### config.mk
export PLATFORM = sky130hd
export DESIGN_NAME = decode_skid_stage
export DESIGN_NICKNAME = d
export VERILOG_FILES = /design/src/rtl/cpu_types_pkg.sv /design/src/rtl/instr_decoder.sv /design/src/rtl/decode_skid_stage.sv
export SDC_FILE = /design/constraint.sdc
export NUM_CORES = 1
export LEC_CHECK = 0
export CAP_MARGIN = 20
export CELL_PAD_IN_SITES_DETAIL_PLACEMENT = 0
export CELL_PAD_IN_SITES_GLOBAL_PLACEMENT = 1
export CORE_MARGIN = 1.5
export CORE_UTILIZATION = 40
export CTS_CLUSTER_DIAMETER = 120
export DETAILED_ROUTE_END_ITERATION = 8
export HOLD_SLACK_MARGIN = 0.03
export PLACE_DENSITY = 0.95
export SKIP_CTS_REPAIR_TIMING = 1
export SLEW_MARGIN = 20
export SYNTH_ARGS = -nofsm -noshare
export SYNTH_HDL_FRONTEND = slang
export SYNTH_HIERARCHICAL = 1
export SYNTH_SLANG_ARGS = --single-unit
### constraint.sdc
create_clock -name clk -period 6.2 [get_ports clk]
set_input_delay 0.93 -clock clk [delete_from_list [all_inputs] [get_ports clk]]
set_output_delay 0.93 -clock clk [all_outputs]
set_load 0.02 [all_outputs]
### src/rtl/cpu_types_pkg.sv
// Shared RV32I decode types: control-unit operation codes, opcode constants, skid-buffer entry.
package cpu_types_pkg;

    typedef enum logic [5:0] {
        CU_ADD, CU_SUB, CU_SLL, CU_SLT, CU_SLTU, CU_XOR, CU_SRL, CU_SRA, CU_OR, CU_AND,
        CU_ADDI, CU_SLTI, CU_SLTIU, CU_XORI, CU_ORI, CU_ANDI, CU_SLLI, CU_SRLI, CU_SRAI,
        CU_LUI, CU_AUIPC, CU_JAL, CU_JALR,
        CU_LB, CU_LH, CU_LW, CU_LBU, CU_LHU,
        CU_SB, CU_SH, CU_SW,
        CU_BEQ, CU_BNE, CU_BLT, CU_BGE, CU_BLTU, CU_BGEU,
        CU_ERROR
    } cuop_t;

    localparam logic [6:0] OPC_OP     = 7'b0110011;
    localparam logic [6:0] OPC_OP_IMM = 7'b0010011;
    localparam logic [6:0] OPC_LUI    = 7'b0110111;
    localparam logic [6:0] OPC_AUIPC  = 7'b0010111;
    localparam logic [6:0] OPC_JAL    = 7'b1101111;
    localparam logic [6:0] OPC_JALR   = 7'b1100111;
    localparam logic [6:0] OPC_LOAD   = 7'b0000011;
    localparam logic [6:0] OPC_STORE  = 7'b0100011;
    localparam logic [6:0] OPC_BRANCH = 7'b1100011;

    localparam logic [6:0] F7_BASE = 7'b0000000;
    localparam logic [6:0] F7_ALT  = 7'b0100000;

    typedef enum logic [1:0] {OCC_EMPTY, OCC_ONE, OCC_TWO} occ_state_t;

    // Decoded entry held in the skid buffer; all-zero is the reset value (op = CU_ADD).
    typedef struct packed {
        cuop_t       op;
        logic [19:0] imm;
        logic [4:0]  rs1;
        logic [4:0]  rs2;
        logic [4:0]  rd;
        logic [31:0] pc;
        logic        illegal;
    } dec_entry_t;

endpackage

### src/rtl/instr_decoder.sv
// RV32I instruction decoder: raw word -> operation, packed immediate, register indices.
// Latency: purely combinational.
// Backpressure: none; consumer decides when to capture.
module instr_decoder
    import cpu_types_pkg::*;
(
    input  logic [31:0] inst,
    output cuop_t       cuop,
    output logic [19:0] imm,
    output logic [4:0]  rs1,
    output logic [4:0]  rs2,
    output logic [4:0]  rd,
    output logic        illegal
);

    logic [6:0]  opcode;
    logic [2:0]  funct3;
    logic [6:0]  funct7;
    logic [19:0] imm_raw;

    assign opcode = inst[6:0];
    assign funct3 = inst[14:12];
    assign funct7 = inst[31:25];
    assign rs1    = inst[19:15];
    assign rs2    = inst[24:20];
    assign rd     = inst[11:7];

    always_comb begin
        cuop    = CU_ERROR;
        imm_raw = '0;
        case (opcode)
            OPC_OP: begin
                if (funct7 == F7_BASE) begin
                    case (funct3)
                        3'b000:  cuop = CU_ADD;
                        3'b001:  cuop = CU_SLL;
                        3'b010:  cuop = CU_SLT;
                        3'b011:  cuop = CU_SLTU;
                        3'b100:  cuop = CU_XOR;
                        3'b101:  cuop = CU_SRL;
                        3'b110:  cuop = CU_OR;
                        default: cuop = CU_AND;
                    endcase
                end else if (funct7 == F7_ALT && funct3 == 3'b000) begin
                    cuop = CU_SUB;
                end else if (funct7 == F7_ALT && funct3 == 3'b101) begin
                    cuop = CU_SRA;
                end
            end
            OPC_OP_IMM: begin
                imm_raw = {8'b0, inst[31:20]};
                case (funct3)
                    3'b000:  cuop = CU_ADDI;
                    3'b010:  cuop = CU_SLTI;
                    3'b011:  cuop = CU_SLTIU;
                    3'b100:  cuop = CU_XORI;
                    3'b110:  cuop = CU_ORI;
                    3'b111:  cuop = CU_ANDI;
                    3'b001:  if (funct7 == F7_BASE) cuop = CU_SLLI;
                    default: begin
                        // funct3 101: shift amount shares imm bits with the SRL/SRA selector
                        if (funct7 == F7_BASE)     cuop = CU_SRLI;
                        else if (funct7 == F7_ALT) cuop = CU_SRAI;
                    end
                endcase
            end
            OPC_LUI: begin
                cuop    = CU_LUI;
                imm_raw = inst[31:12];
            end
            OPC_AUIPC: begin
                cuop    = CU_AUIPC;
                imm_raw = inst[31:12];
            end
            OPC_JAL: begin
                cuop    = CU_JAL;
                imm_raw = {inst[31], inst[19:12], inst[20], inst[30:21]};
            end
            OPC_JALR: begin
                imm_raw = {8'b0, inst[31:20]};
                if (funct3 == 3'b000) cuop = CU_JALR;
            end
            OPC_LOAD: begin
                imm_raw = {8'b0, inst[31:20]};
                case (funct3)
                    3'b000:  cuop = CU_LB;
                    3'b001:  cuop = CU_LH;
                    3'b010:  cuop = CU_LW;
                    3'b100:  cuop = CU_LBU;
                    3'b101:  cuop = CU_LHU;
                    default: cuop = CU_ERROR;
                endcase
            end
            OPC_STORE: begin
                imm_raw = {8'b0, inst[31:25], inst[11:7]};
                case (funct3)
                    3'b000:  cuop = CU_SB;
                    3'b001:  cuop = CU_SH;
                    3'b010:  cuop = CU_SW;
                    default: cuop = CU_ERROR;
                endcase
            end
            OPC_BRANCH: begin
                imm_raw = {8'b0, inst[31], inst[7], inst[30:25], inst[11:8]};
                case (funct3)
                    3'b000:  cuop = CU_BEQ;
                    3'b001:  cuop = CU_BNE;
                    3'b100:  cuop = CU_BLT;
                    3'b101:  cuop = CU_BGE;
                    3'b110:  cuop = CU_BLTU;
                    3'b111:  cuop = CU_BGEU;
                    default: cuop = CU_ERROR;
                endcase
            end
            default: cuop = CU_ERROR;
        endcase
    end

    assign illegal = (cuop == CU_ERROR);
    assign imm     = illegal ? 20'b0 : imm_raw;

endmodule

### src/rtl/decode_skid_stage.sv
// Decode stage with a 2-entry skid buffer of decoded fields and an illegal-instruction counter.
// Latency: one cycle; a push at edge N is on the outputs right after edge N.
// Backpressure: in_ready is a pure function of occupancy (low only when full), never of out_ready.
module decode_skid_stage
    import cpu_types_pkg::*;
#(
    parameter int ILL_CNT_W = 8
) (
    input  logic                 clk,
    input  logic                 rst,
    input  logic                 flush,
    input  logic                 in_valid,
    output logic                 in_ready,
    input  logic [31:0]          in_inst,
    input  logic [31:0]          in_pc,
    output logic                 out_valid,
    input  logic                 out_ready,
    output cuop_t                out_CUOp,
    output logic [19:0]          out_imm,
    output logic [4:0]           out_rs1,
    output logic [4:0]           out_rs2,
    output logic [4:0]           out_rd,
    output logic [31:0]          out_pc,
    output logic                 out_illegal,
    output logic [ILL_CNT_W-1:0] illegal_count
);

    dec_entry_t in_entry;
    dec_entry_t head_q;
    dec_entry_t tail_q;
    occ_state_t state_q;
    occ_state_t state_d;
    logic       push;
    logic       pop;
    logic       load_head_new;
    logic       load_head_tail;
    logic       load_tail;

    instr_decoder u_dec (
        .inst    (in_inst),
        .cuop    (in_entry.op),
        .imm     (in_entry.imm),
        .rs1     (in_entry.rs1),
        .rs2     (in_entry.rs2),
        .rd      (in_entry.rd),
        .illegal (in_entry.illegal)
    );
    assign in_entry.pc = in_pc;

    assign in_ready  = (state_q != OCC_TWO);
    assign out_valid = (state_q != OCC_EMPTY);
    assign push      = in_valid & in_ready;
    assign pop       = out_valid & out_ready;

    always_ff @(posedge clk) begin
        if (rst) state_q <= OCC_EMPTY;
        else     state_q <= state_d;
    end

    always_comb begin
        state_d        = state_q;
        load_head_new  = 1'b0;
        load_head_tail = 1'b0;
        load_tail      = 1'b0;
        if (flush) begin
            state_d = OCC_EMPTY;
        end else begin
            case (state_q)
                OCC_EMPTY: begin
                    if (push) begin
                        state_d       = OCC_ONE;
                        load_head_new = 1'b1;
                    end
                end
                OCC_ONE: begin
                    if (push && pop) begin
                        load_head_new = 1'b1;
                    end else if (push) begin
                        state_d   = OCC_TWO;
                        load_tail = 1'b1;
                    end else if (pop) begin
                        state_d = OCC_EMPTY;
                    end
                end
                OCC_TWO: begin
                    if (pop) begin
                        state_d        = OCC_ONE;
                        load_head_tail = 1'b1;
                    end
                end
                default: state_d = OCC_EMPTY;
            endcase
        end
    end

    always_ff @(posedge clk) begin
        if (rst) begin
            head_q <= '0;
            tail_q <= '0;
        end else begin
            if (load_head_new)       head_q <= in_entry;
            else if (load_head_tail) head_q <= tail_q;
            if (load_tail)           tail_q <= in_entry;
        end
    end

    // A push discarded by flush must not be counted.
    always_ff @(posedge clk) begin
        if (rst) begin
            illegal_count <= '0;
        end else if (push && !flush && in_entry.illegal && (illegal_count != '1)) begin
            illegal_count <= illegal_count + 1'b1;
        end
    end

    assign out_CUOp    = head_q.op;
    assign out_imm     = head_q.imm;
    assign out_rs1     = head_q.rs1;
    assign out_rs2     = head_q.rs2;
    assign out_rd      = head_q.rd;
    assign out_pc      = head_q.pc;
    assign out_illegal = head_q.illegal;

endmodule

### After elaboration in Yosys (flattened, before gate mapping)

Cells that the tools add are included.

| operators by class | value |
|---|---|
| add/sub/neg operators | 1 |
| equality and inequality tests | 26 |
| mux-type cells | 33 |
| bitwise logic cells | 2 |
| reductions and logical operators | 16 |

Operators with widths:

| kind | number |
|---|---|
| $mux W74 | 2 |
| $pmux W20 S5 | 1 |
| $pmux W6 S9 | 1 |
| $mux W6 | 7 |
| $pmux W6 S7 | 1 |
| $pmux W6 S6 | 1 |
| $pmux W6 S5 | 1 |
| $eq A7 B6 Y1 const B | 4 |
| $pmux W4 S7 | 1 |
| $eq A7 B7 Y1 const B | 3 |
| $mux W20 | 1 |
| $pmux W6 S3 | 1 |
| $eq A7 B5 Y1 const B | 2 |
| $eq A3 B3 Y1 const B | 4 |
| $mux W2 | 5 |
| $mux W1 | 9 |
| $add A8 B1 Y8 const B | 1 |
| $ne A2 B2 Y1 const B | 4 |
| $ne A8 B8 Y1 const B | 1 |
| $eq A7 B2 Y1 const B | 1 |
| $logic_not A7 Y1 | 1 |
| $eq A3 B2 Y1 const B | 2 |
| $eq A6 B6 Y1 const B | 1 |
| $logic_and A1 B1 Y1 | 6 |
| other kinds (14) | 17 |

| word-level totals | value |
|---|---|
| flip-flop bits (word level) | 158 |
| output and inout port bits | 84 |

### Depth between registers and ports, before layout

Gate-level depths: netlist (run 1).

| depth | value |
|---|---|
| depth in word-level cells | 9 |
| mapped depth | 13 |

### Cells and area by module

Netlist (run 1), hierarchy kept.

By module, submodules not included:

| module | instances | cells an instance | area each (um^2) | seq. area each (um^2) |
|---|---|---|---|---|
| decode_skid_stage | 1 | 712 | 5,891.9 | 3,163.0 |
| instr_decoder | 1 | 212 | 1,378.8 | 0.0 |

### Least setup slack after synthesis (run 1)

Ideal clock, no wire load.

| timing | value |
|---|---|
| path kind | in2reg |
| start point | in in_inst[12] |
| end point | reg illegal_count[4] |
| data arrival time | 3.346 ns |
| data required time | 6.130 ns |
| slack | 2.784 ns |
| stages | 13 |
| path buffers | 4 |
| cells stage by stage | buf_6 > or2_1 > clkbuf_1 > a311oi_1 > o32a_1 > nor3_2 > a311oi_2 > buf_6 > and3b_1 > o211ai_1 > buf_2 > or3_1 > a21oi_1 |

RTL lines:

| item | RTL line | text |
|---|---|---|
| from (decl) | decode_skid_stage.sv:14 | `input logic [31:0] in_inst,` |
| to (signal assigned) | decode_skid_stage.sv:112 | `illegal_count <= illegal_count + 1'b1;` |
| to (decl) | decode_skid_stage.sv:25 | `output logic [ILL_CNT_W-1:0] illegal_count` |

==> summary.md, run 1 <==
The run finished with clean final reports. STA classifies the critical path endpoint as a register. Buffers inserted during clock tree synthesis total 17.

The final net count is 1,084, and the worst-case clock skew is 0.0106 ns. The logs give 1.70 mW for the total internal power and 153 for the I/O pin count. The worst register-to-register path has a depth of 5.

Data required time of the worst path: 6.55 ns. Among all flip-flop cells after synthesis, the most frequent one is sky130_fd_sc_hd__dfxtp_1. For the maximum number of pins on one net before global-route repair, the log shows 89. The area share of the leading cell type in the synthesized netlist was 0.435.

The clock passes through at most 2 buffers. The logs give 20,500 µm for the total detailed-routing wirelength and 0 for the count of nets left with antenna violations after detail routing. The hold path endpoint is out_pc[14]$_SDFFE_PP0P_. The hold path startpoint was out_pc[14]$_SDFFE_PP0P_. The final critical-path required period works out to 4.34 ns. Proportion of register bits with asynchronous set or reset after synthesis: 0. The mean area per synthesized cell is 7.87 µm². The tightest min-delay check is of the reg -> reg type.

Capturing point of the worst reg2reg path: out_rd[1]$_SDFFE_PP0P_. The ratio of cells with drive above 1 in the final layout is 0.0712, and the final clock period utilization by the worst path is 0.700. Across the run, the number of max-cap violations was 0. The run gives 0.215 as the global routing usage summed across all routing layers. The element type at the critical path start was an input pin. The final antenna diode count is 0, and the synthesized instance count is 924. The violation count after the first detailed-route iteration was 587. The tools report the wire length of the first global-routing pass as 32,300 µm. sky130_fd_sc_hd__dfxtp_1 takes more of the synthesized area than any other cell.

Using the TritonRoute via totals, the vias-per-cell ratio works out to 5.53. In this run the power density over the cells is 249 nW/µm². The clock drives 158 sinks.

The switching power as a share of total power works out to 0.261. The pin slew with the least headroom to its limit was 0.914 ns; the effective utilization at floorplan was 0.406. Sorting the synthesized cells by area gives the leading types as sky130_fd_sc_hd__dfxtp_1 44%, sky130_fd_sc_hd__nand2_1 13%, sky130_fd_sc_hd__a21oi_1 12%. TritonCTS built the clock tree. For the die outline area, the log shows 19,000 µm².

The run gives 994 as the number of nets in the synthesized netlist. The leakage power figure is 2.95 nW. The hold violation count in the final report is 0, and the unique cell type count in the Yosys netlist is 66. In this run the standard cell core region covers 17,900 µm². The run gives 0.435 as the share of the yosys chip area belonging to registers.

Path type of the worst setup path: in -> reg. The run gives 0.109 as the relative contribution of combinational cells to total power. By instance count, the leading cell after synthesis is sky130_fd_sc_hd__nand2_1. The area growth from synthesis to layout was 27.4%. The run gives 6,939 as the overall via count from detail_route. The minimum setup slack after placement is 1.47 ns, and the arrival time reported for the critical path endpoint is 4.69 ns. The power consumption was 2.30 mW; the final routed DRC violation total was 0.

In this run the cell area of the synthesized design comes to 7270 µm². Counting flops with a built-in enable in the synthesized netlist gives 0. For this run, the number of Yosys warnings is 6. In this run the tool buffered the top-level ports with 152 buffer cells. The tools report the number of global-route vias before repair as 6,230. Counting flops and latches in the post-synthesis netlist gives 158. Setup violations remaining at the end of the flow were counted as 0.

The first detailed-routing pass ran for 5 iterations. The run gives 0 as the initial antenna violation count. The total overflow left after global routing is 0. Row generation in the floorplan step produced 49 rows. The HPWL after detailed placement came out at 13,400 µm. Number of H-tree levels: 4.

Part of the power in the clock network: 0.436. The die outline width was 138 µm. The worst hold path passes through 2 cells. The run gives 0.390 as the worst relative slew slack.

Along the worst path, the maximum fanout reaches 22. VDD sags by at most 0.212 mV. The power dissipated by switching net loads came out at 601 µW.

The clock latency reported for the late side of the worst-skew pair was 0.43 ns; the share of power burned in registers was 0.455. From bottom edge to top edge, the die measures 138 µm. The wire length per cell is 16.3 µm, and the post-CTS clock slew at the launch and capture registers of the worst setup and hold paths is 0.07 ns.

CTS placed an instance of sky130_fd_sc_hd__clkbuf_16 at the clock tree root. Setup repair after global routing left no endpoint under its margin. The max-slew violation count was 0; the setup slack on the worst flop-to-flop path was 3.94 ns.

The commonest cells after synthesis are 247 x sky130_fd_sc_hd__nand2_1, 168 x sky130_fd_sc_hd__a21oi_1, 158 x sky130_fd_sc_hd__dfxtp_1, 77 x sky130_fd_sc_hd__a22oi_1, 34 x sky130_fd_sc_hd__clkbuf_1. The reg-to-reg startpoint was state_q[0]$_SDFFE_PP0P_. The final setup TNS is 0 ns, and the achievable clock frequency is 230 MHz. At the end of routability-driven placement, the weighted congestion stood at 0.847. The run gives 1.86 ns as the final worst slack.
-- power groups by stage --
| stage | combinational (mW) | clock, mW | sequential (mW) |
|---|---|---|---|
| detailed placement | 0.250 | 0 | 1.07 |
| global route | 0.272 | 1.08 | 1.05 |
| finish | 0.251 | 1.01 | 1.05 |
| global placement | 0.250 | 0 | 1.07 |
| CTS | 0.251 | 1.03 | 1.05 |
| floorplan | 0.118 | 0 | 1.09 |
-- layout make-up --
type | instances | area, µm²
multi-input cells | 666 | 3610
well taps | 229 | 287
repair buffers | 165 | 1620
flip-flops and latches | 158 | 3160
inverters | 6 | 22.5
clock buffers | 18 | 429
fillers | 1700 | 8640
clock inverters | 13 | 134
-- worst max path at each step --
| stage | from | endpoint | slack (ns) | cells after the start |
|---|---|---|---|---|
| 2_1_floorplan | in_inst[12] | illegal_count[4]$_SDFFE_PP0P_ | 2.78 | 13 |
| 4_1_cts | in_inst[5] | illegal_count[7]$_SDFFE_PP0P_ | 1.90 | 12 |
| 3_3_place_gp | in_inst[5] | illegal_count[7]$_SDFFE_PP0P_ | 1.49 | 12 |
| 6_report | in_inst[5] | illegal_count[7]$_SDFFE_PP0P_ | 1.86 | 12 |
| 5_1_grt | in_inst[5] | illegal_count[5]$_SDFFE_PP0P_ | 1.58 | 12 |
| 3_5_place_dp | in_inst[5] | illegal_count[7]$_SDFFE_PP0P_ | 1.47 | 12 |
-- per-stage QoR --
stage | instances | instance area, µm² | utilization | hold slack (ns)
floorplan | 924 | 7270 | - | 0.437
global placement | 1224 | 8700 | 0.486 | 0.441
detailed placement | 1224 | 8700 | 0.486 | 0.446
CTS | 1255 | 9260 | 0.517 | 0.455
global route | 1255 | 9260 | 0.517 | 0.470
finish | 1255 | 9260 | 0.517 | 0.452
-- registers in the layout, indices dropped and copies added (netlist names), 5 cells and up --
signal,cells
tail_q,74
out_pc,32
out_imm,20
illegal_count,8
out_CUOp,6
out_rd,5
out_rs1,5
out_rs2,5
-- logic make-up (layout without fill, tap and decap cells) --
group | count (synthesis) | count (layout) | share of synthesized area
fa+ha+maj | 2 | 2 | 0.00310
simple gates | 343 | 343 | 0.211
flops | 158 | 158 | 0.435
compound gates | 311 | 311 | 0.266
buf+inv | 100 | 202 | 0.0718
mux | 7 | 7 | 0.00964
xor+xnor | 3 | 3 | 0.00361
-- per-layer routing --
layer	vias to the layer above	GRT usage	wire, µm
met1	3224	0.287	8920
met4	0	0.0712	344
met2	264	0.341	9650
li1	3425	-	-
met3	26	0.0497	1600
met5	-	0	0
-- cell usage in the layout, fill, tap and decap left out, types with 3 or more instances in the layout --
cell,n
sky130_fd_sc_hd__a21oi_1,167
sky130_fd_sc_hd__a221oi_1,5
sky130_fd_sc_hd__a222oi_1,5
sky130_fd_sc_hd__a22o_1,7
sky130_fd_sc_hd__a22oi_1,77
sky130_fd_sc_hd__a31oi_1,3
sky130_fd_sc_hd__and3b_1,3
sky130_fd_sc_hd__buf_4,14
sky130_fd_sc_hd__clkbuf_16,17
sky130_fd_sc_hd__clkdlybuf4s50_1,151
sky130_fd_sc_hd__clkinvlp_4,3
sky130_fd_sc_hd__dfxtp_1,158
sky130_fd_sc_hd__inv_1,4
sky130_fd_sc_hd__inv_6,4
sky130_fd_sc_hd__mux2i_1,7
sky130_fd_sc_hd__nand2_1,246
sky130_fd_sc_hd__nand2b_1,8
sky130_fd_sc_hd__nand3_1,10
sky130_fd_sc_hd__nand4_1,4
sky130_fd_sc_hd__nor2_1,13
sky130_fd_sc_hd__nor2_2,11
sky130_fd_sc_hd__nor2b_1,8
sky130_fd_sc_hd__nor3_1,7
sky130_fd_sc_hd__nor3_2,3
sky130_fd_sc_hd__nor3b_1,4
sky130_fd_sc_hd__o21ai_0,16
sky130_fd_sc_hd__o31ai_1,5
sky130_fd_sc_hd__or3_1,5
sky130_fd_sc_hd__or4_1,5
-- worst max-delay path: stages --
cell	delay (ns)
sky130_fd_sc_hd__clkdlybuf4s50_1	0.94
sky130_fd_sc_hd__nand4b_1	0.25
sky130_fd_sc_hd__or2_1	0.33
sky130_fd_sc_hd__nor2_2	0.09
sky130_fd_sc_hd__buf_4	0.21
sky130_fd_sc_hd__a31oi_1	0.09
sky130_fd_sc_hd__a311oi_2	0.28
sky130_fd_sc_hd__buf_4	0.28
sky130_fd_sc_hd__and3b_1	0.20
sky130_fd_sc_hd__o211ai_1	0.34
sky130_fd_sc_hd__or4_1	0.59
sky130_fd_sc_hd__a21oi_1	0.15
Power figures use the tool's default switching activity.
==> run 2, diff against run 1 <==
- CORE_UTILIZATION: 40 -> 37
- PLACE_DENSITY: 0.95 -> 0.9
- clock period: 6.2 -> 4 ns (I/O delays scaled with it)
==> summary.md, run 2 (same netlist as run 1, synthesis figures left out) <==
The run finished with clean final reports. The tools report the placement row count as 51 (was 49). The relative contribution of combinational cells to total power is 0.110 (was 0.109), and the first-pass iteration count of the detailed router is 6 (was 5).

The number of flip-flops under the largest register name is 74 (unchanged), and the switching power as a share of total power is 0.261 (about the same). The tools report the capturing point of the worst reg2reg path as tail_q[69]$_SDFFE_PP0P_ (was out_rd[1]$_SDFFE_PP0P_). The final critical-path required period came out at 3.47 ns. The register containing the most flip-flops in the final layout is tail_q (unchanged).

The worst-case clock skew was 0.00733 ns (was 0.0106 ns). Maximum number of pins on one net before global-route repair: 87 (was 89). Element type at the critical path start: an input pin (unchanged). For the number of clock sinks, the log shows 158 (unchanged). The number of setup violations in the final report was 0 (unchanged). The count of port buffers added during placement was 152 (unchanged).

The pin slew with the least headroom to its limit is 0.918 ns (was 0.914 ns). The wire length per cell is 16.4 µm (was 16.3 µm). The post-CTS clock slew at the launch and capture registers of the worst setup and hold paths works out to 0.06 ns (was 0.07 ns).

The final routed DRC violation total was 0 (unchanged); the leakage power figure was 3.05 nW (was 2.95 nW). The hold violation count in the final report is 0 (unchanged), and the effective utilization at floorplan is 0.375 (was 0.406). The tools report the final net count as 1,096 (was 1,084). Critical-path maximum fanout: 13 (was 22). The tools report the total detailed-routing wirelength as 21,400 µm (was 20,500 µm).

The master cell of the clock root buffer is sky130_fd_sc_hd__clkbuf_16 (unchanged). Reg-to-reg startpoint: state_q[1]$_SDFFE_PP0P_ (was state_q[0]$_SDFFE_PP0P_). The tools report the count of nets left with antenna violations after detail routing as 0 (unchanged). Worst relative slew slack: 0.388 (was 0.390). HPWL after detailed placement: 14,100 µm (was 13,400 µm). The initial antenna violation count came out at 0 (unchanged). Commonest cells after routing, fill and taps aside: 246 x sky130_fd_sc_hd__nand2_1, 167 x sky130_fd_sc_hd__a21oi_1, 158 x sky130_fd_sc_hd__dfxtp_1, 151 x sky130_fd_sc_hd__clkdlybuf4s50_1, 77 x sky130_fd_sc_hd__a22oi_1 (unchanged). The leading cell type in the layout, fill and taps excluded was sky130_fd_sc_hd__nand2_1 (unchanged). The die outline area is 20,500 µm² (was 19,000 µm²).

The ratio of cells with drive above 1 in the final layout is 0.0829 (was 0.0712), and the data required time of the worst path is 4.35 ns (was 6.55 ns). The hold path endpoint was out_pc[27]$_SDFFE_PP0P_ (was out_pc[14]$_SDFFE_PP0P_). Based on the critical path, the design can be clocked at up to 288 MHz. The part of the power in the clock network is 0.450 (was 0.436), and the ratio of total power to cell area is 390 nW/µm² (was 249 nW/µm²).

Setup repair after global routing left no endpoint under its margin. The wire length of the first global-routing pass was 33,000 µm (was 32,300 µm); the worst hold path depth was 2 (unchanged). For the overall via count from detail_route, the log shows 6,974 (was 6,939). Hold path startpoint: out_pc[27]$_SDFFE_PP0P_ (was out_pc[14]$_SDFFE_PP0P_).

The area growth from synthesis to layout was 30.1% (was 27.4%); the chip height was 143 µm (was 138 µm). The multi-input logic area is 3610 µm² (unchanged), and the share of power burned in registers is 0.440 (was 0.455). The setup slack on the worst flop-to-flop path came out at 1.89 ns (was 3.94 ns).

The tools report the kind of end point of the critical path as a register (unchanged). For the buffer levels on the longest clock path, the log shows 2 (unchanged). Class of the tightest hold or removal check: reg -> reg (unchanged). The max-slew violation count is 0 (unchanged).

The tools report the power dissipated by switching net loads as 965 µW (was 601 µW). The violation count after the first detailed-route iteration was 465 (was 587). The tools report the final antenna diode count as 0 (unchanged).

The arrival time reported for the critical path endpoint was 3.82 ns (was 4.69 ns); the number of H-tree levels was 4 (unchanged). The post-placement cell count was 1,272 (was 1,224). TritonCTS built the clock tree. The count of max-cap constraint violations is 0 (unchanged).

Final worst slack: 0.528 ns (was 1.86 ns). The final clock period utilization by the worst path was 0.868; the CTS buffer count was 17 (unchanged). For the worst vdd rail ir drop, the log shows 0.276 mV (was 0.212 mV). The logs give 0.879 (was 0.847) for the routability congestion estimate from global placement and 153 (unchanged) for the I/O pin count. The clock latency reported for the late side of the worst-skew pair was 0.43 ns (about the same); the die outline width was 143 µm (was 138 µm). The share of the core filled with cells is 0.487 (was 0.517), and the standard cell core area is 19,400 µm² (was 17,900 µm²). The final setup TNS was 0 ns (unchanged); the total internal power was 2.73 mW (was 1.70 mW). The register area is 3160 µm² (unchanged). The minimum setup slack after placement is 0.138 ns (was 1.47 ns).

The delay of the slowest critical-path stage is 0.58 ns (was 0.94 ns), and the number of vias per cell is 5.35 (was 5.53). The fill cell total of the finished layout was 1,959 (was 1,700). The number of cells on the worst reg-to-reg path was 5 (unchanged).

Cells along the critical path: clkdlybuf4s50_1 > nand4bb_1 > nor2_2 > nand2_1 > a211o_1 > a311oi_2 > and3b_1 > o211ai_1 > or4_1 > a21oi_1 (was clkdlybuf4s50_1 > nand4b_1 > or2_1 > nor2_2 > buf_4 > a31oi_1 > a311oi_2 > buf_4 > and3b_1 > o211ai_1 > or4_1 > a21oi_1). For the number of global-route vias before repair, the log shows 6,126 (was 6,230). Path type of the worst setup path: in -> reg (unchanged). Number of standard cells in the layout, taps in and fillers out: 1,303 (was 1,255). The logs give 0.204 (was 0.215) for the global routing usage summed across all routing layers and 0 (unchanged) for the remaining global-route overflow. The slowest library cell on the worst path is sky130_fd_sc_hd__or4_1 (was sky130_fd_sc_hd__clkdlybuf4s50_1).
[run 2: changes by cell type in the layout (fill, tap and decap cells not counted)]
| cell | before | now |
|---|---|---|
| sky130_fd_sc_hd__buf_12 | 0 | 2 |
| sky130_fd_sc_hd__buf_4 | 14 | 24 |
| sky130_fd_sc_hd__bufinv_16 | 1 | 2 |
| sky130_fd_sc_hd__clkbuf_1 | 1 | 0 |
| sky130_fd_sc_hd__clkinv_2 | 2 | 1 |
| sky130_fd_sc_hd__clkinv_8 | 1 | 0 |
| sky130_fd_sc_hd__clkinvlp_4 | 3 | 1 |
| sky130_fd_sc_hd__inv_8 | 1 | 5 |
[run 2: power groups by stage]
stage	Combinational, mW	Clock [mW]	Sequential [mW]
final	0.406	1.66	1.62
after detailed placement	0.405	0	1.66
after floorplan	0.183	0	1.69
after global placement	0.405	0	1.66
after CTS	0.406	1.71	1.62
after global routing	0.436	1.76	1.63
[run 2: metal layers]
| metal | up-vias | wire length (µm) | global-route usage |
|---|---|---|---|
| met4 | 0 | 345 | 0.0646 |
| met3 | 23 | 1150 | 0.0392 |
| met5 | - | 0 | 0 |
| met1 | 3290 | 9980 | 0.280 |
| met2 | 218 | 9900 | 0.321 |
| li1 | 3443 | - | - |
[run 2: area by class of cell]
type | instances | share of cell area
Clock buffer | 17 | 0.0450
Clock inverter | 14 | 0.0183
Inverter | 6 | 0.00238
Multi-Input combinational cell | 666 | 0.382
Sequential cell | 158 | 0.334
Tap cell | 265 | 0.0351
Timing Repair Buffer | 177 | 0.183
[run 2: worst max-delay path by stage]
stage	from	endpoint	slack (ns)
after floorplan	in_inst[12]	illegal_count[4]$_SDFFE_PP0P_	0.91
after global placement	in_inst[3]	illegal_count[7]$_SDFFE_PP0P_	0.16
after detailed placement	in_inst[3]	illegal_count[5]$_SDFFE_PP0P_	0.14
after CTS	in_inst[3]	illegal_count[5]$_SDFFE_PP0P_	0.58
after global routing	in_inst[3]	illegal_count[5]$_SDFFE_PP0P_	0.27
final	in_inst[3]	illegal_count[5]$_SDFFE_PP0P_	0.53
[run 2: metrics by stage]
step	power, mW	area, µm²	hold slack (ns)
floorplan	1.87	7270	0.437
global placement	2.06	8860	0.441
detailed placement	2.06	8860	0.446
CTS	3.74	9460	0.455
global route	3.83	9460	0.469
finish	3.69	9460	0.452
[run 2: critical path, delay by kind of cell]
kind            cells  cell delay (ns)
simple gates        5             1.61
buf+inv             1             0.54
compound gates      4             1.07
==> run 3, diff against run 2 <==
- CORE_UTILIZATION: 37 -> 40
- PLACE_DENSITY: 0.9 -> 0.95
- clock period: 4 -> 4.45 ns (I/O delays scaled with it)
==> summary.md, run 3 (same netlist as run 1, synthesis figures left out) <==
The flow ran to the end, and the final reports show no timing, DRC or antenna violations. The clock latency reported for the late side of the worst-skew pair was 0.42 ns (was 0.43 ns). The final antenna diode count was 0 (unchanged); the number of setup violations in the final report was 0 (unchanged). The ratio of total power to cell area is 340 nW/µm² (was 390 nW/µm²). The run gives 31,800 µm (was 33,000 µm) as the wire length of the first global-routing pass.

The pin slew with the least headroom to its limit works out to 0.938 ns (was 0.918 ns). The arrival time reported for the critical path endpoint is 4.00 ns (was 3.82 ns). The data required time of the worst path came out at 4.79 ns (was 4.35 ns). The die outline width works out to 138 µm (was 143 µm).

The tools report the worst relative slew slack as 0.372 (was 0.388). For the effective utilization at floorplan, the log shows 0.406 (was 0.375). The logs give 588 (was 465) for the violation count after the first detailed-route iteration and 2 (unchanged) for the buffer levels on the longest clock path. The logs give 9680 µm (was 9900 µm) for the length of routed met2 wiring and 153 (unchanged) for the I/O pin count. For the share of power burned in registers, the log shows 0.463 (was 0.440).

The final clock period utilization by the worst path was 0.822. The number of flip-flops under the largest register name is 74 (unchanged), and the critical-path maximum fanout is 20 (was 13). Routability congestion estimate from global placement: 0.834 (was 0.879).

The wire length per cell is 16.4 µm (about the same), and the post-CTS clock slew at the launch and capture registers of the worst setup and hold paths is 0.06 ns (about the same). Setup repair after global routing left no endpoint under its margin. Kind of end point of the critical path: a register (unchanged). The final setup TNS is 0 ns (unchanged). The chip height came out at 138 µm (was 143 µm). The leading cell type in the layout, fill and taps excluded is sky130_fd_sc_hd__nand2_1 (unchanged). Class of the tightest hold or removal check: reg -> reg (unchanged).

The logs give 6,985 (was 6,974) for the overall via count from detail_route and 49 (was 51) for the placement row count. The run gives 0.518 (was 0.487) as the share of the core filled with cells. For the final net count, the log shows 1,088 (was 1,096). The worst vdd rail ir drop is 0.274 mV (was 0.276 mV).

For the standard cell core area, the log shows 17,900 µm² (was 19,400 µm²). The relative contribution of combinational cells to total power was 0.113 (was 0.110). Count of max-cap constraint violations: 0 (unchanged).

The switching power as a share of total power is 0.256 (was 0.261). The area growth from synthesis to layout is 27.7% (was 30.1%), and the worst-case clock skew is 0.00750 ns (was 0.00733 ns). The run gives 2.97 nW (was 3.05 nW) as the leakage power figure. TritonCTS built the clock tree. The met1 layer wirelength in the final routing came out at 9220 µm (was 9980 µm). The HPWL after detailed placement is 14,000 µm (was 14,100 µm). Cells along the critical path: clkdlybuf4s50_1 > nand2b_1 > o21ai_0 > a211oi_1 > a211o_1 > a311oi_2 > and3b_1 > o211ai_1 > or4_1 > a21oi_1 (was clkdlybuf4s50_1 > nand4bb_1 > nor2_2 > nand2_1 > a211o_1 > a311oi_2 > and3b_1 > o211ai_1 > or4_1 > a21oi_1).

The hold violation count in the final report was 0 (unchanged). The path type of the worst setup path was in -> reg (unchanged). Highest metal layer with signal wires: met4 (unchanged). The slowest library cell on the worst path is sky130_fd_sc_hd__clkdlybuf4s50_1 (was sky130_fd_sc_hd__or4_1). The ratio of cells with drive above 1 in the final layout was 0.0738 (was 0.0829). Number of H-tree levels: 4 (unchanged).

Power dissipated by switching net loads: 809 µW (was 965 µW). The first-pass iteration count of the detailed router is 5 (was 6). The global routing usage summed across all routing layers came out at 0.213 (was 0.204). Register containing the most flip-flops in the final layout: tail_q (unchanged).

The total detailed-routing wirelength was 20,600 µm (was 21,400 µm); the count of nets left with antenna violations after detail routing was 0 (unchanged). Number of clock sinks: 158 (unchanged). The tools report the element type at the critical path start as an input pin (unchanged). The delay of the slowest critical-path stage was 0.78 ns (was 0.58 ns); the CTS buffer count was 17 (unchanged). The run gives 0 (unchanged) as the max-slew violation count. The total internal power came out at 2.35 mW (was 2.73 mW).

Kind of cell adding the most delay to the critical path: compound AO/OA/AOI/OAI gates (was simple AND/OR/NAND/NOR gates). The number of global-route vias before repair was 6,035 (was 6,126); the die outline area was 19,000 µm² (was 20,500 µm²). Part of the power in the clock network: 0.424 (was 0.450). Master cell of the clock root buffer: sky130_fd_sc_hd__clkbuf_16 (unchanged). Static timing analysis puts the maximum clock frequency at 273 MHz.

The number of buffer and inverter stages on the critical path is 1 (unchanged). For the finished layout, the period the worst path requires is 3.66 ns. The total length of routed met3 wires was 1290 µm (was 1150 µm). The final routed DRC violation total is 0 (unchanged), and the initial antenna violation count is 0 (unchanged).

The remaining global-route overflow is 0 (unchanged). Maximum number of pins on one net before global-route repair: 75 (was 87). Count of port buffers added during placement: 152 (unchanged). Commonest cells after routing, fill and taps aside: 246 x sky130_fd_sc_hd__nand2_1, 167 x sky130_fd_sc_hd__a21oi_1, 158 x sky130_fd_sc_hd__dfxtp_1, 151 x sky130_fd_sc_hd__clkdlybuf4s50_1, 77 x sky130_fd_sc_hd__a22oi_1 (unchanged). The number of vias per cell works out to 5.55 (was 5.35).
[run 3: layout make-up]
class	instances	area [µm²]
Fill cell	1750	8620
Multi-Input combinational cell	666	3610
Sequential cell	158	3160
Timing Repair Buffer	169	1660
Clock buffer	21	460
Tap cell	229	287
Clock inverter	10	80.1
Inverter	6	22.5
[run 3: power groups by stage]
stage               sequential (mW)  combinational (mW)  clock, mW
floorplan                      1.52               0.165          0
global placement               1.49               0.354          0
detailed placement             1.49               0.354          0
CTS                            1.46               0.356       1.37
global route                   1.46               0.384       1.43
finish                         1.46               0.356       1.34
[run 3: metal layers]
layer | vias up | global-route usage
li1 | 3437 | -
met1 | 3288 | 0.290
met2 | 230 | 0.337
met3 | 30 | 0.0408
met4 | 0 | 0.0718
met5 | - | 0
[run 3: worst paths after layout]
kind                           startpoint                            end  slack (ns)  depth (start not counted)
hold reg to reg    out_rd[4]$_SDFFE_PP0P_         out_rd[4]$_SDFFE_PP0P_        0.45                          2
setup reg to reg  state_q[1]$_SDFFE_PP0P_        tail_q[68]$_SDFFE_PP0P_        2.28                          5
hold / removal     out_rd[4]$_SDFFE_PP0P_         out_rd[4]$_SDFFE_PP0P_        0.45                          2
setup / recovery              in_inst[13]  illegal_count[7]$_SDFFE_PP0P_        0.79                         10
[run 3: tightest hold or removal path, stage by stage, from the launching register on]
cell                      delay [ns]
sky130_fd_sc_hd__dfxtp_1        0.31
sky130_fd_sc_hd__nand2_1        0.05
sky130_fd_sc_hd__a21oi_1        0.05
[run 3: per-stage QoR]
| step | area (µm²) | cells | total power [mW] | setup slack (ns) | hold slack [ns] |
|---|---|---|---|---|---|
| after floorplan | 7270 | 924 | 1.68 | 1.30 | 0.437 |
| after global placement | 8740 | 1228 | 1.85 | 0.507 | 0.441 |
| after detailed placement | 8740 | 1228 | 1.85 | 0.418 | 0.446 |
| after CTS | 9280 | 1259 | 3.18 | 0.851 | 0.454 |
| after global routing | 9280 | 1259 | 3.27 | 0.507 | 0.468 |
| final | 9280 | 1259 | 3.15 | 0.791 | 0.453 |
